## config.mk

```make
export PLATFORM = sky130hd
export DESIGN_NAME = regfile_mp_flat
export DESIGN_NICKNAME = d
export VERILOG_FILES = /design/src/rtl/regfile_mp_pkg.sv /design/src/rtl/regfile_mp_if.sv /design/src/rtl/regfile_mp_wr_arb.sv /design/src/rtl/regfile_mp.sv /design/src/flat_wrapper.sv
export SDC_FILE = /design/constraint.sdc
export NUM_CORES = 2
export LEC_CHECK = 0
export CAP_MARGIN = 10
export CORE_MARGIN = 5
export CORE_UTILIZATION = 30
export DETAILED_ROUTE_END_ITERATION = 10
export SLEW_MARGIN = 40
export SYNTH_ARGS = -nofsm -noshare
export SYNTH_HDL_FRONTEND = slang
export SYNTH_SLANG_ARGS = --single-unit
```

## constraint.sdc

```tcl
create_clock -name clk -period 4.3 [get_ports clk]
set_input_delay 0.43 -clock clk [delete_from_list [all_inputs] [get_ports clk]]
set_output_delay 0.43 -clock clk [all_outputs]
set_load 0.01 [all_outputs]
```

## src/rtl/regfile_mp_pkg.sv

```systemverilog
// -----------------------------------------------------------------------------
// regfile_pkg
// Shared types and helpers for the multi-port register file.
//   wr_src_t  : identifies which write source won arbitration this cycle
//   REG_*     : architectural register indices used by decode/PC logic
//   be_merge  : byte-wise merge used by both the array write and the bypass
//               path, so both see exactly the same merge semantics
// -----------------------------------------------------------------------------
package regfile_pkg;

    typedef enum logic [2:0] {
        SRC_NONE = 3'd0,
        SRC_BUF  = 3'd1,
        SRC_ALU  = 3'd2,
        SRC_LD   = 3'd3,
        SRC_LINK = 3'd4
    } wr_src_t;

    localparam int REG_ZERO = 0;
    localparam int REG_RA   = 31;
    localparam int REG_V0   = 2;

    // Widest data path the merge helper supports; callers zero-extend to
    // this width and truncate the result back to their own DW.
    localparam int MAX_DW   = 256;

    function automatic logic [MAX_DW-1:0] be_merge(
        input logic [MAX_DW-1:0]   old_v,
        input logic [MAX_DW-1:0]   new_v,
        input logic [MAX_DW/8-1:0] be
    );
        logic [MAX_DW-1:0] res;
        res = old_v;
        for (int i = 0; i < MAX_DW / 8; i++) begin
            if (be[i]) begin
                res[i*8 +: 8] = new_v[i*8 +: 8];
            end else begin
                res[i*8 +: 8] = old_v[i*8 +: 8];
            end
        end
        return res;
    endfunction

endpackage

```

## src/rtl/regfile_mp_if.sv

```systemverilog
// -----------------------------------------------------------------------------
// regfile_mp_if
// Bus between decode / ALU / load-store / PC and the register file.
//   rd_addr/rd_data : NRD packed read ports
//   alu_*, ld_*, link_* : three write sources (ld carries byte enables)
//   stall : deferred write buffer occupied
//   ovf   : sticky dropped-write flag
//   v0    : committed value of the observed register
// master = requester side, slave = register file.
// -----------------------------------------------------------------------------
interface regfile_mp_if #(
    parameter int DW  = 32,
    parameter int AW  = 5,
    parameter int NRD = 2
);
    logic [NRD*AW-1:0] rd_addr;
    logic [NRD*DW-1:0] rd_data;
    logic              alu_we;
    logic [AW-1:0]     alu_addr;
    logic [DW-1:0]     alu_data;
    logic              ld_we;
    logic [AW-1:0]     ld_addr;
    logic [DW-1:0]     ld_data;
    logic [DW/8-1:0]   ld_be;
    logic              link_we;
    logic [AW-1:0]     link_addr;
    logic [DW-1:0]     link_data;
    logic              stall;
    logic              ovf;
    logic [DW-1:0]     v0;

    modport master (
        output rd_addr, alu_we, alu_addr, alu_data,
               ld_we, ld_addr, ld_data, ld_be,
               link_we, link_addr, link_data,
        input  rd_data, stall, ovf, v0
    );

    modport slave (
        input  rd_addr, alu_we, alu_addr, alu_data,
               ld_we, ld_addr, ld_data, ld_be,
               link_we, link_addr, link_data,
        output rd_data, stall, ovf, v0
    );
endinterface

```

## src/rtl/regfile_mp_wr_arb.sv

```systemverilog
// -----------------------------------------------------------------------------
// regfile_wr_arb
// Fixed-priority write arbiter with a one-entry deferred write buffer.
// Priority: BUF > ALU > LD > LINK. The first loser is parked in the buffer,
// any further loser is dropped and raises the sticky ovf flag.
// Ports:
//   i_clk, i_rst           : clock, synchronous active-high reset
//   i_alu_*, i_ld_*, i_link_* : write requests
//   o_win_*                : winner committed at the next rising edge
//   o_buf_*                : buffer contents (for read bypass)
//   o_stall, o_ovf         : registered status
// -----------------------------------------------------------------------------
module regfile_wr_arb
    import regfile_pkg::*;
#(
    parameter int DW = 32,
    parameter int AW = 5
) (
    input  logic              i_clk,
    input  logic              i_rst,
    input  logic              i_alu_we,
    input  logic [AW-1:0]     i_alu_addr,
    input  logic [DW-1:0]     i_alu_data,
    input  logic              i_ld_we,
    input  logic [AW-1:0]     i_ld_addr,
    input  logic [DW-1:0]     i_ld_data,
    input  logic [DW/8-1:0]   i_ld_be,
    input  logic              i_link_we,
    input  logic [AW-1:0]     i_link_addr,
    input  logic [DW-1:0]     i_link_data,
    output logic              o_win_valid,
    output wr_src_t           o_win_src,
    output logic [AW-1:0]     o_win_addr,
    output logic [DW-1:0]     o_win_data,
    output logic [DW/8-1:0]   o_win_be,
    output logic              o_buf_valid,
    output logic [AW-1:0]     o_buf_addr,
    output logic [DW-1:0]     o_buf_data,
    output logic [DW/8-1:0]   o_buf_be,
    output logic              o_stall,
    output logic              o_ovf
);
    localparam int BW = DW / 8;

    logic            r_buf_valid;
    logic [AW-1:0]   r_buf_addr;
    logic [DW-1:0]   r_buf_data;
    logic [BW-1:0]   r_buf_be;
    logic            r_ovf;

    // Writes to r0 are consumed with no effect, so they never compete.
    logic w_alu_req, w_ld_req, w_link_req;
    assign w_alu_req  = i_alu_we  && (i_alu_addr  != AW'(REG_ZERO));
    assign w_ld_req   = i_ld_we   && (i_ld_addr   != AW'(REG_ZERO)) && (i_ld_be != '0);
    assign w_link_req = i_link_we && (i_link_addr != AW'(REG_ZERO));

    wr_src_t       w_first, w_second, w_third, w_win_src, w_fill_src;
    logic          w_drop;
    logic [AW-1:0] w_win_addr, w_fill_addr;
    logic [DW-1:0] w_win_data, w_fill_data;
    logic [BW-1:0] w_win_be, w_fill_be;

    // Rank new requests, pick winner, buffer candidate and drop condition.
    always_comb begin
        w_first  = SRC_NONE;
        w_second = SRC_NONE;
        w_third  = SRC_NONE;
        if (w_alu_req) begin
            w_first = SRC_ALU;
        end else begin
            w_first = SRC_NONE;
        end
        if (w_ld_req) begin
            if (w_first == SRC_NONE) begin
                w_first = SRC_LD;
            end else begin
                w_second = SRC_LD;
            end
        end else begin
            w_second = SRC_NONE;
        end
        if (w_link_req) begin
            if (w_first == SRC_NONE) begin
                w_first = SRC_LINK;
            end else if (w_second == SRC_NONE) begin
                w_second = SRC_LINK;
            end else begin
                w_third = SRC_LINK;
            end
        end else begin
            w_third = SRC_NONE;
        end
        // A valid buffer always wins, so it always drains this cycle and
        // can take the first new request as its next occupant.
        if (r_buf_valid) begin
            w_win_src  = SRC_BUF;
            w_fill_src = w_first;
            w_drop     = (w_second != SRC_NONE);
        end else begin
            w_win_src  = w_first;
            w_fill_src = w_second;
            w_drop     = (w_third != SRC_NONE);
        end
    end

    // Winner payload mux.
    always_comb begin
        case (w_win_src)
            SRC_BUF:  begin w_win_addr = r_buf_addr;  w_win_data = r_buf_data;  w_win_be = r_buf_be; end
            SRC_ALU:  begin w_win_addr = i_alu_addr;  w_win_data = i_alu_data;  w_win_be = '1;       end
            SRC_LD:   begin w_win_addr = i_ld_addr;   w_win_data = i_ld_data;   w_win_be = i_ld_be;  end
            SRC_LINK: begin w_win_addr = i_link_addr; w_win_data = i_link_data; w_win_be = '1;       end
            default:  begin w_win_addr = '0;          w_win_data = '0;          w_win_be = '0;       end
        endcase
    end

    // Buffer-fill payload mux (the buffer itself is never a fill source).
    always_comb begin
        case (w_fill_src)
            SRC_ALU:  begin w_fill_addr = i_alu_addr;  w_fill_data = i_alu_data;  w_fill_be = '1;      end
            SRC_LD:   begin w_fill_addr = i_ld_addr;   w_fill_data = i_ld_data;   w_fill_be = i_ld_be; end
            SRC_LINK: begin w_fill_addr = i_link_addr; w_fill_data = i_link_data; w_fill_be = '1;      end
            default:  begin w_fill_addr = '0;          w_fill_data = '0;          w_fill_be = '0;      end
        endcase
    end

    // Deferred buffer and sticky overflow flag; reset discards a pending entry.
    always_ff @(posedge i_clk) begin
        if (i_rst) begin
            r_buf_valid <= 1'b0;
            r_buf_addr  <= '0;
            r_buf_data  <= '0;
            r_buf_be    <= '0;
            r_ovf       <= 1'b0;
        end else begin
            r_buf_valid <= (w_fill_src != SRC_NONE);
            r_buf_addr  <= w_fill_addr;
            r_buf_data  <= w_fill_data;
            r_buf_be    <= w_fill_be;
            r_ovf       <= r_ovf | w_drop;
        end
    end

    assign o_win_valid = (w_win_src != SRC_NONE);
    assign o_win_src   = w_win_src;
    assign o_win_addr  = w_win_addr;
    assign o_win_data  = w_win_data;
    assign o_win_be    = w_win_be;
    assign o_buf_valid = r_buf_valid;
    assign o_buf_addr  = r_buf_addr;
    assign o_buf_data  = r_buf_data;
    assign o_buf_be    = r_buf_be;
    assign o_stall     = r_buf_valid;
    assign o_ovf       = r_ovf;
endmodule

```

## src/rtl/regfile_mp.sv

```systemverilog
// -----------------------------------------------------------------------------
// regfile_mp
// Multi-read-port register file with three arbitrated write sources and a
// one-entry deferred write buffer.
// Ports:
//   clk  : clock, all state on rising edge
//   rst  : synchronous active-high reset
//   bus  : regfile_mp_if.slave (read ports, write requests, stall/ovf/v0)
// -----------------------------------------------------------------------------
module regfile_mp
    import regfile_pkg::*;
#(
    parameter int DW     = 32,
    parameter int NREGS  = 32,
    parameter int AW     = $clog2(NREGS),
    parameter int NRD    = 2,
    parameter int BYPASS = 1,
    parameter int V0_IDX = REG_V0
) (
    input  logic          clk,
    input  logic          rst,
    regfile_mp_if.slave   bus
);
    localparam int BW = DW / 8;

    logic [DW-1:0]   r_regs [NREGS];

    logic            w_win_valid;
    wr_src_t         w_win_src;
    logic [AW-1:0]   w_win_addr;
    logic [DW-1:0]   w_win_data;
    logic [BW-1:0]   w_win_be;
    logic            w_buf_valid;
    logic [AW-1:0]   w_buf_addr;
    logic [DW-1:0]   w_buf_data;
    logic [BW-1:0]   w_buf_be;
    logic            w_win_in_range;

    regfile_wr_arb #(.DW(DW), .AW(AW)) u_arb (
        .i_clk       (clk),
        .i_rst       (rst),
        .i_alu_we    (bus.alu_we),
        .i_alu_addr  (bus.alu_addr),
        .i_alu_data  (bus.alu_data),
        .i_ld_we     (bus.ld_we),
        .i_ld_addr   (bus.ld_addr),
        .i_ld_data   (bus.ld_data),
        .i_ld_be     (bus.ld_be),
        .i_link_we   (bus.link_we),
        .i_link_addr (bus.link_addr),
        .i_link_data (bus.link_data),
        .o_win_valid (w_win_valid),
        .o_win_src   (w_win_src),
        .o_win_addr  (w_win_addr),
        .o_win_data  (w_win_data),
        .o_win_be    (w_win_be),
        .o_buf_valid (w_buf_valid),
        .o_buf_addr  (w_buf_addr),
        .o_buf_data  (w_buf_data),
        .o_buf_be    (w_buf_be),
        .o_stall     (bus.stall),
        .o_ovf       (bus.ovf)
    );

    assign w_win_in_range = ({1'b0, w_win_addr} < (AW+1)'(NREGS));

    // Register array: cleared on reset, otherwise the winner's enabled bytes commit.
    always_ff @(posedge clk) begin
        if (rst) begin
            for (int i = 0; i < NREGS; i++) begin
                r_regs[i] <= '0;
            end
        end else if (w_win_valid && w_win_in_range) begin
            r_regs[w_win_addr] <= DW'(be_merge(MAX_DW'(r_regs[w_win_addr]),
                                               MAX_DW'(w_win_data),
                                               (MAX_DW/8)'(w_win_be)));
        end
    end

    for (genvar k = 0; k < NRD; k++) begin : g_rd
        logic [AW-1:0] w_addr;
        logic          w_in_range;
        logic [DW-1:0] w_val;

        assign w_addr     = bus.rd_addr[k*AW +: AW];
        assign w_in_range = ({1'b0, w_addr} < (AW+1)'(NREGS));

        // Read port: array value, optionally overlaid with buffer then winner bytes.
        always_comb begin
            w_val = r_regs[w_addr];
            if (BYPASS != 0) begin
                if (w_buf_valid && (w_buf_addr == w_addr)) begin
                    w_val = DW'(be_merge(MAX_DW'(w_val), MAX_DW'(w_buf_data),
                                         (MAX_DW/8)'(w_buf_be)));
                end else begin
                    w_val = w_val;
                end
                if (w_win_valid && (w_win_src != SRC_BUF) && (w_win_addr == w_addr)) begin
                    w_val = DW'(be_merge(MAX_DW'(w_val), MAX_DW'(w_win_data),
                                         (MAX_DW/8)'(w_win_be)));
                end else begin
                    w_val = w_val;
                end
            end else begin
                w_val = w_val;
            end
            // r0 and out-of-range addresses read as zero regardless of contents.
            if ((w_addr == AW'(REG_ZERO)) || !w_in_range) begin
                w_val = '0;
            end else begin
                w_val = w_val;
            end
        end

        assign bus.rd_data[k*DW +: DW] = w_val;
    end

    assign bus.v0 = r_regs[V0_IDX];
endmodule
```

## src/flat_wrapper.sv

```systemverilog
// flat-port wrapper written by rule: the top's interface ports become plain ports
module regfile_mp_flat import regfile_pkg::*;
#(
    parameter int DW     = 32,
    parameter int NREGS  = 32,
    parameter int AW     = $clog2(NREGS),
    parameter int NRD    = 2,
    parameter int BYPASS = 1,
    parameter int V0_IDX = REG_V0
)
  (clk, rst, bus_rd_addr, bus_alu_we, bus_alu_addr, bus_alu_data, bus_ld_we, bus_ld_addr, bus_ld_data, bus_ld_be, bus_link_we, bus_link_addr, bus_link_data, bus_rd_data, bus_stall, bus_ovf, bus_v0);
  regfile_mp_if #(.DW(DW), .AW(AW), .NRD(NRD)) bus_i ();
  input  logic clk;
  input  logic rst;
  input wire logic [$bits(bus_i.rd_addr)-1:0] bus_rd_addr;
  input wire logic [$bits(bus_i.alu_we)-1:0] bus_alu_we;
  input wire logic [$bits(bus_i.alu_addr)-1:0] bus_alu_addr;
  input wire logic [$bits(bus_i.alu_data)-1:0] bus_alu_data;
  input wire logic [$bits(bus_i.ld_we)-1:0] bus_ld_we;
  input wire logic [$bits(bus_i.ld_addr)-1:0] bus_ld_addr;
  input wire logic [$bits(bus_i.ld_data)-1:0] bus_ld_data;
  input wire logic [$bits(bus_i.ld_be)-1:0] bus_ld_be;
  input wire logic [$bits(bus_i.link_we)-1:0] bus_link_we;
  input wire logic [$bits(bus_i.link_addr)-1:0] bus_link_addr;
  input wire logic [$bits(bus_i.link_data)-1:0] bus_link_data;
  output wire logic [$bits(bus_i.rd_data)-1:0] bus_rd_data;
  output wire logic [$bits(bus_i.stall)-1:0] bus_stall;
  output wire logic [$bits(bus_i.ovf)-1:0] bus_ovf;
  output wire logic [$bits(bus_i.v0)-1:0] bus_v0;
  assign bus_i.rd_addr = bus_rd_addr;
  assign bus_i.alu_we = bus_alu_we;
  assign bus_i.alu_addr = bus_alu_addr;
  assign bus_i.alu_data = bus_alu_data;
  assign bus_i.ld_we = bus_ld_we;
  assign bus_i.ld_addr = bus_ld_addr;
  assign bus_i.ld_data = bus_ld_data;
  assign bus_i.ld_be = bus_ld_be;
  assign bus_i.link_we = bus_link_we;
  assign bus_i.link_addr = bus_link_addr;
  assign bus_i.link_data = bus_link_data;
  assign bus_rd_data = bus_i.rd_data;
  assign bus_stall = bus_i.stall;
  assign bus_ovf = bus_i.ovf;
  assign bus_v0 = bus_i.v0;
  regfile_mp #(.DW(DW), .NREGS(NREGS), .AW(AW), .NRD(NRD), .BYPASS(BYPASS), .V0_IDX(V0_IDX)) u_core (.clk(clk), .rst(rst), .bus(bus_i));
endmodule
```

; ---- Yosys cells after proc, flatten, opt, wreduce, memory -nomap -nowiden
; Memories as Yosys holds them, arrays and structs flattened.
; Index checks and enable logic that the tools add are counted.
[word_totals]
reg_bits = 43
mem_bits_rw = 1024
in_bits = 130
wordCells = 116
mem_count = 1
[mem_list]
columns = name, words, word_bits, read_ports, rd_ports_with_merged_regs, write_ports, line_no
row1 = u_core.r_regs, 32, 32, 3, 0, 32, regfile_mp.sv:26  ; logic [DW-1:0] r_regs [NREGS];
[classes]
eq_ne = 16
mux = 64
n_bitwise = 1
reduce_logical = 29
[op_table]
columns = op, count
row1 = 32-bit two-way mux, 7
row2 = 8-bit two-way mux, 28
row3 = 32-bit case mux with 4 select lines, 1
row4 = 32-bit case mux with 3 select lines, 1
row5 = 3-bit two-way mux, 13
row6 = 32-bit OR reduction, 1
row7 = 5-bit equality test, 4
row8 = 5-bit case mux with 4 select lines, 1
row9 = 5-bit case mux with 3 select lines, 1
row10 = 5-bit nonzero test, 3
row11 = 3-bit by 2-bit equality test with 1-bit output (second input constant), 4
row12 = 3-bit inequality test (second input constant), 4
row13 = 4-bit case mux with 3 select lines, 1
row14 = 3-bit nonzero test, 4
row15 = 5-bit logical NOT, 2
row16 = 1-bit logical AND, 9
row17 = 3-bit logical NOT, 3
row18 = 4-bit case mux with 2 select lines, 1
row19 = 2-bit AND reduction, 4
row20 = 3-bit equality test (second input constant), 2
row21 = 1-bit two-way mux, 6
row22 = 5-bit two-way mux, 1
row23 = 2-bit two-way mux, 2
row24 = 4-bit two-way mux, 1
row25 = other kinds (5), 6

; ---- Depth between registers and ports, before layout
[logic_depth]
depth_word = 17
mapped_depth = 16
depth_no_buf = 11

; ---- Cells and area by module
; Synthesis repeated with hierarchy kept, for this count alone.
[hier_totals]
cells_unflattened = 4331
hier_area_um2 = 60197.7
[by_module_without_submodules]
columns = module, instances, cells_per_inst, area_each_um2, seq_area_each_um2
row1 = regfile_mp, 1, 3971, 57104.8, 30749.5
row2 = regfile_wr_arb, 1, 360, 3093.0, 860.8

; ---- Worst setup path after synthesis
; Ideal clock, no wire load.
[synth_path]
kind = input -> output
start = in bus_ld_addr[2]
end = out bus_rd_data[46]
arrival_ns = 3.794
required_ns = 3.870
path_slack_ns = 0.076
path_stages = 12
path_buffers = 1
cell_sequence = or4_1 > o211ai_1 > inv_1 > ha_1 > nor3b_1 > and2_1 > a221oi_2 > xnor2_1 > nor4_2 > and2_1 > buf_2 > o41ai_1
[synth_between]
elab_chain_len = 14
[synth_rtl]
columns = element, line_no
row1 = "start, declared", flat_wrapper.sv:20  ; input wire logic [$bits(bus_i.ld_addr)-1:0] bus_ld_addr;
row2 = 5-bit nonzero test, regfile_mp_wr_arb.sv:54  ; assign w_ld_req = i_ld_we && (i_ld_addr != AW'(REG_ZERO)) && (i_ld_be != '0);
row3 = 1-bit logical AND (2 in series), regfile_mp_wr_arb.sv:54
row4 = 3-bit two-way mux, regfile_mp_wr_arb.sv:73  ; if (w_ld_req) begin
row5 = 3-bit logical NOT, regfile_mp_wr_arb.sv:83  ; if (w_first == SRC_NONE) begin
row6 = 3-bit two-way mux, regfile_mp_wr_arb.sv:83
row7 = 3-bit two-way mux, regfile_mp_wr_arb.sv:82  ; if (w_link_req) begin
row8 = 3-bit two-way mux, regfile_mp_wr_arb.sv:95  ; if (r_buf_valid) begin
row9 = 3-bit equality test (tied with other cells), regfile_mp_wr_arb.sv:108  ; case (w_win_src)
row10 = 5-bit case mux with 4 select lines or 2-bit OR reduction (tied branches), -
row11 = 5-bit equality test or 4-bit case mux with 3 select lines (tied branches), "regfile_mp.sv:98, regfile_mp_wr_arb.sv:108"
row12 = 1-bit logical AND or 8-bit two-way mux (tied branches), "regfile_mp.sv:98, regfile_mp_pkg.sv:35"
row13 = 32-bit two-way mux (*), regfile_mp.sv:98  ; if (w_win_valid && (w_win_src != SRC_BUF) && (w_win_addr == w_addr)) begin
row14 = 32-bit two-way mux (*), regfile_mp.sv:108  ; if ((w_addr == AW'(REG_ZERO)) || !w_in_range) begin
row15 = "end, declared", flat_wrapper.sv:26  ; output wire logic [$bits(bus_i.rd_data)-1:0] bus_rd_data;
; Mark *: on every way between the ends. The rest lies on a longest branch, timed or not.

; ---- Worst setup path after layout
[layout_path]
start = in bus_ld_addr[0]
end = out bus_rd_data[25]
; Same word-level chain as after synthesis.

==> impl_metrics.yaml <==
yosys:
  ys_ff_latch: 1067
  synthArstFlopShare: 0
  syn_nets: 4534
  syn_area_mm2: 0.05740
  seq_area_frac_synth: 0.5507
  synthDistinctLibCells: 69
  synth_top_flop_cell: "edfxtp_1"
  synth_edf_count: 1024
  synthCells: 4400
  avgSynthCellArea_um2: 13.04
  synth_warnings: 0
clocking:
  cts-root-buf: "clkbuf_16"
  path_clk_slew_ps: 70
  h-tree-depth: 3
  cts.path.max_buffers: 3
  cts_tree: "done"
  cts_inserted_buffers: 112
  insertion_delay_ps: 780
  cts.sinks: 1067
sta:
  grt_setup_unrepaired: "true"
  finalWorstSetupSlack_ps: -211.7
  finalCritPeriodShare: 1.049
  finalSetupViolations: 38
  hold_viol: 0
  max_slew_margin: 0.3668
  slew_viol_final: 0
  fin_setup_tns_ps: -3626
  max_freq_mhz: 221.6
  final.min_clock_period_ps: 4512
  worst_pin_slew_ps: 944.6
  clock_skew_ps: 46.63
grt:
  grt_pass1_wl_mm: 332.9
  antenna_found_initial: 17
  grt_pass1_vias: 44590
  grt_use_total: 0.2318
  grt_max_degree: 55
  gr-total-overflow: 0
power_and_ir_drop:
  p_sw_frac: 0.2795
  p_leak_nw: 26.91
  internal-power_mw: 19.92
  combPwrFrac: 0.181
  clkPwrFrac: 0.385
  switchingPower_mw: 7.729
  seqPwrFrac: 0.434
  ir_drop_uv: 360.4
  cellPowerDensity_mw_per_mm2: 371.9
worst_setup_path:
  timing.rr.end: "u_core.r_regs[6][20]"
  cpMaxStageDelayCell: "or4_4"
  startpoint: "bus_ld_addr[0]"
  r2r_slack_ps: 1090
  cp_cell_sequence: "buf_6, or4_4, o211ai_1, buf_4, buf_6, ha_4, and2_4, o21ai_4, buf_4, buf_6, and3_4, o211ai_1, buf_4, nand4_1, buf_4, buf_6, nor3_4, buf_6, buf_4, a211oi_2, buf_2"
  r2r-start: "u_core.u_arb.o_buf_valid"
  cp-start-kind: "input pin"
  crit_type: "input pin to output pin"
  critPathMaxStageDelay_ps: 530
  worstPathMaxFanout: 7
  setup.worst_path.end: "bus_rd_data[25]"
  cp.required_ps: 3870
  cp-end-kind: "output pin"
  r2r_cells: 10
  arrival_ps: 4080
die:
  core_mm2: 0.1902
  start_util: 0.3018
  row_count: 160
  dieWidth_um: 447.4
  pin_count: 228
  die_area_mm2: 0.2002
  die-height_um: 447.4
detailed_routing:
  wl_per_cell_um: 30.45
  postRouteAntennaNets: 0
  drt_iter0_drc: 5805
  drt_wl_total_mm: 237.7
  vias_per_cell: 5.729
  vias: 44730
  route.detailed.drc: 0
  firstDrtPassIters: 11
place:
  port_buffers: 227
  dp_slack_ps: -1436
  gp_congestion: 1.052
  dp_hpwl_mm: 177.3
  placed_cell_area_mm2: 0.06917
finish:
  design_area_mm2: 0.07436
  n_fill_cell: 17830
  fin_nets: 5316
  drive_gt1_frac: 0.3396
  synthToLayoutAreaGrowth_pct: 29.55
status:
  violations: "setup timing"
  status: "finished, violations left"
worst_hold_path:
  worstHoldPathType: "input pin to flop"
job:
  max-cap-violations: 0
-- registers in the layout (all words and copies together), names as in the netlist --
signal                    count
u_core.r_regs              1024
u_core.u_arb.o_buf_data      32
u_core.u_arb.o_buf_addr       5
u_core.u_arb.o_buf_be         4
u_core.u_arb.o_buf_valid      1
u_core.u_arb.o_ovf            1
-- cell families after synthesis --
logic type,synth area share
adders and majority gates,0.0008720
xor gates and xnor gates,0.001831
muxes,0.2253
AOI/OAI and AO/OA,0.07196
DFF,0.5507
buffers and inverters,0.02609
and+or+nand+nor,0.1232
-- worst max-delay path: cells and delay by family --
kind	cells	cell delay [ps]
buffers and inverters	11	1590
and+or+nand+nor	5	1350
adders and majority gates	1	140
AOI/OAI and AO/OA	4	560
-- cell usage after synthesis (59+ instances only) --
| master | number | area share |
|---|---|---|
| nand2_1 | 208 | 0.014 |
| mux4_2 | 444 | 0.17 |
| a222oi_1 | 67 | 0.012 |
| nor2_1 | 1132 | 0.074 |
| buf_2 | 66 | 0.0058 |
| clkbuf_1 | 249 | 0.016 |
| edfxtp_1 | 1024 | 0.54 |
| nand2b_1 | 136 | 0.015 |
| mux2_2 | 79 | 0.015 |
| mux2i_1 | 204 | 0.036 |
| a211oi_1 | 59 | 0.0077 |
| o22ai_1 | 115 | 0.013 |
-- placed cells by master (no fill, tap or decap), types with 12 or more instances in the layout --
| master | count |
|---|---|
| buf_2 | 53 |
| bufinv_16 | 20 |
| nor3_2 | 12 |
| buf_6 | 47 |
| a211oi_2 | 27 |
| clkbuf_16 | 116 |
| o21ai_0 | 35 |
| a22o_1 | 21 |
| o22ai_1 | 115 |
| clkdlybuf4s50_1 | 137 |
| nand2_1 | 205 |
| edfxtp_1 | 1024 |
| a21boi_4 | 30 |
| nand3_1 | 18 |
| buf_12 | 130 |
| nor2b_1 | 20 |
| and3_1 | 14 |
| clkinv_2 | 20 |
| a211oi_1 | 29 |
| a211o_1 | 13 |
| nor3_1 | 21 |
| mux2_2 | 71 |
| clkinv_1 | 19 |
| nor2_1 | 1128 |
| mux2i_1 | 204 |
| diode_2 | 15 |
| a21oi_1 | 48 |
| buf_4 | 650 |
| mux4_2 | 444 |
| nand2b_1 | 136 |
| o32ai_1 | 18 |
| dfxtp_1 | 42 |
| a222oi_1 | 67 |
| a32oi_1 | 21 |
-- routing by layer --
metal  vias up  track usage  wire (µm)
met2      2550       0.3764     112300
met3       623      0.03348      18490
li1      18670            -          -
met1     22890       0.2709      82320
met4         0       0.1981      24590
met5         -            0          0
-- power groups by stage --
stage	combinational [mW]	sequential, mW	clock (mW)
2_1_floorplan	2.22	12.1	0
3_3_place_gp	4.76	12.2	0
3_5_place_dp	4.78	12.2	0
4_1_cts	4.83	12.0	10.8
5_1_grt	5.12	12.0	11.2
6_report	5.00	12.0	10.7
-- timing repair --
item                                    in CTS  in global routing
endpoints found under the setup margin      64                 64
endpoints found under the hold margin        2                  0
hold buffers                                 2                  0
gates resized for setup                    433                114
cloned                                       1                  1
buffers inserted                            29                 21
pin swaps                                   53                 57
-- how the worst min path moves through the flow --
stage | startpoint | to | cells past startpoint
6_report | bus_alu_addr[0] | u_core.u_arb.o_buf_addr[0] | 4
5_1_grt | bus_ld_be[2] | u_core.u_arb.o_buf_be[2] | 4
4_1_cts | bus_alu_addr[0] | u_core.u_arb.o_buf_addr[0] | 4
3_5_place_dp | u_core.u_arb.o_ovf | u_core.u_arb.o_ovf | 2
3_3_place_gp | u_core.u_arb.o_ovf | u_core.u_arb.o_ovf | 2
2_1_floorplan | bus_ld_be[0] | u_core.u_arb.o_buf_be[0] | 2
-- through the flow --
stage                 util  power, mW  hold slack (ps)  instances
CTS                 0.3877      27.59            7.068       7776
global route        0.3910      28.31            80.04       7806
finish              0.3910      27.65            58.89       7808
detailed placement  0.3637      16.98            549.3       7536
floorplan                -      14.30            550.7       4400
global placement    0.3635      16.93            509.7       7535
-- final cells by class --
cell class                      count  area [µm²]  share of cell area
Antenna cell                       15       37.54           0.0005048
Clock buffer                      126        2919             0.03926
Clock inverter                     88        1087             0.01462
Inverter                            6       25.02           0.0003365
Multi-Input combinational cell   2956       25630              0.3447
Sequential cell                  1067       31610              0.4252
Tap cell                         2511        3142             0.04225
Timing Repair Buffer             1039        9898              0.1331
Note: power is estimated with default switching activity, not from simulation.
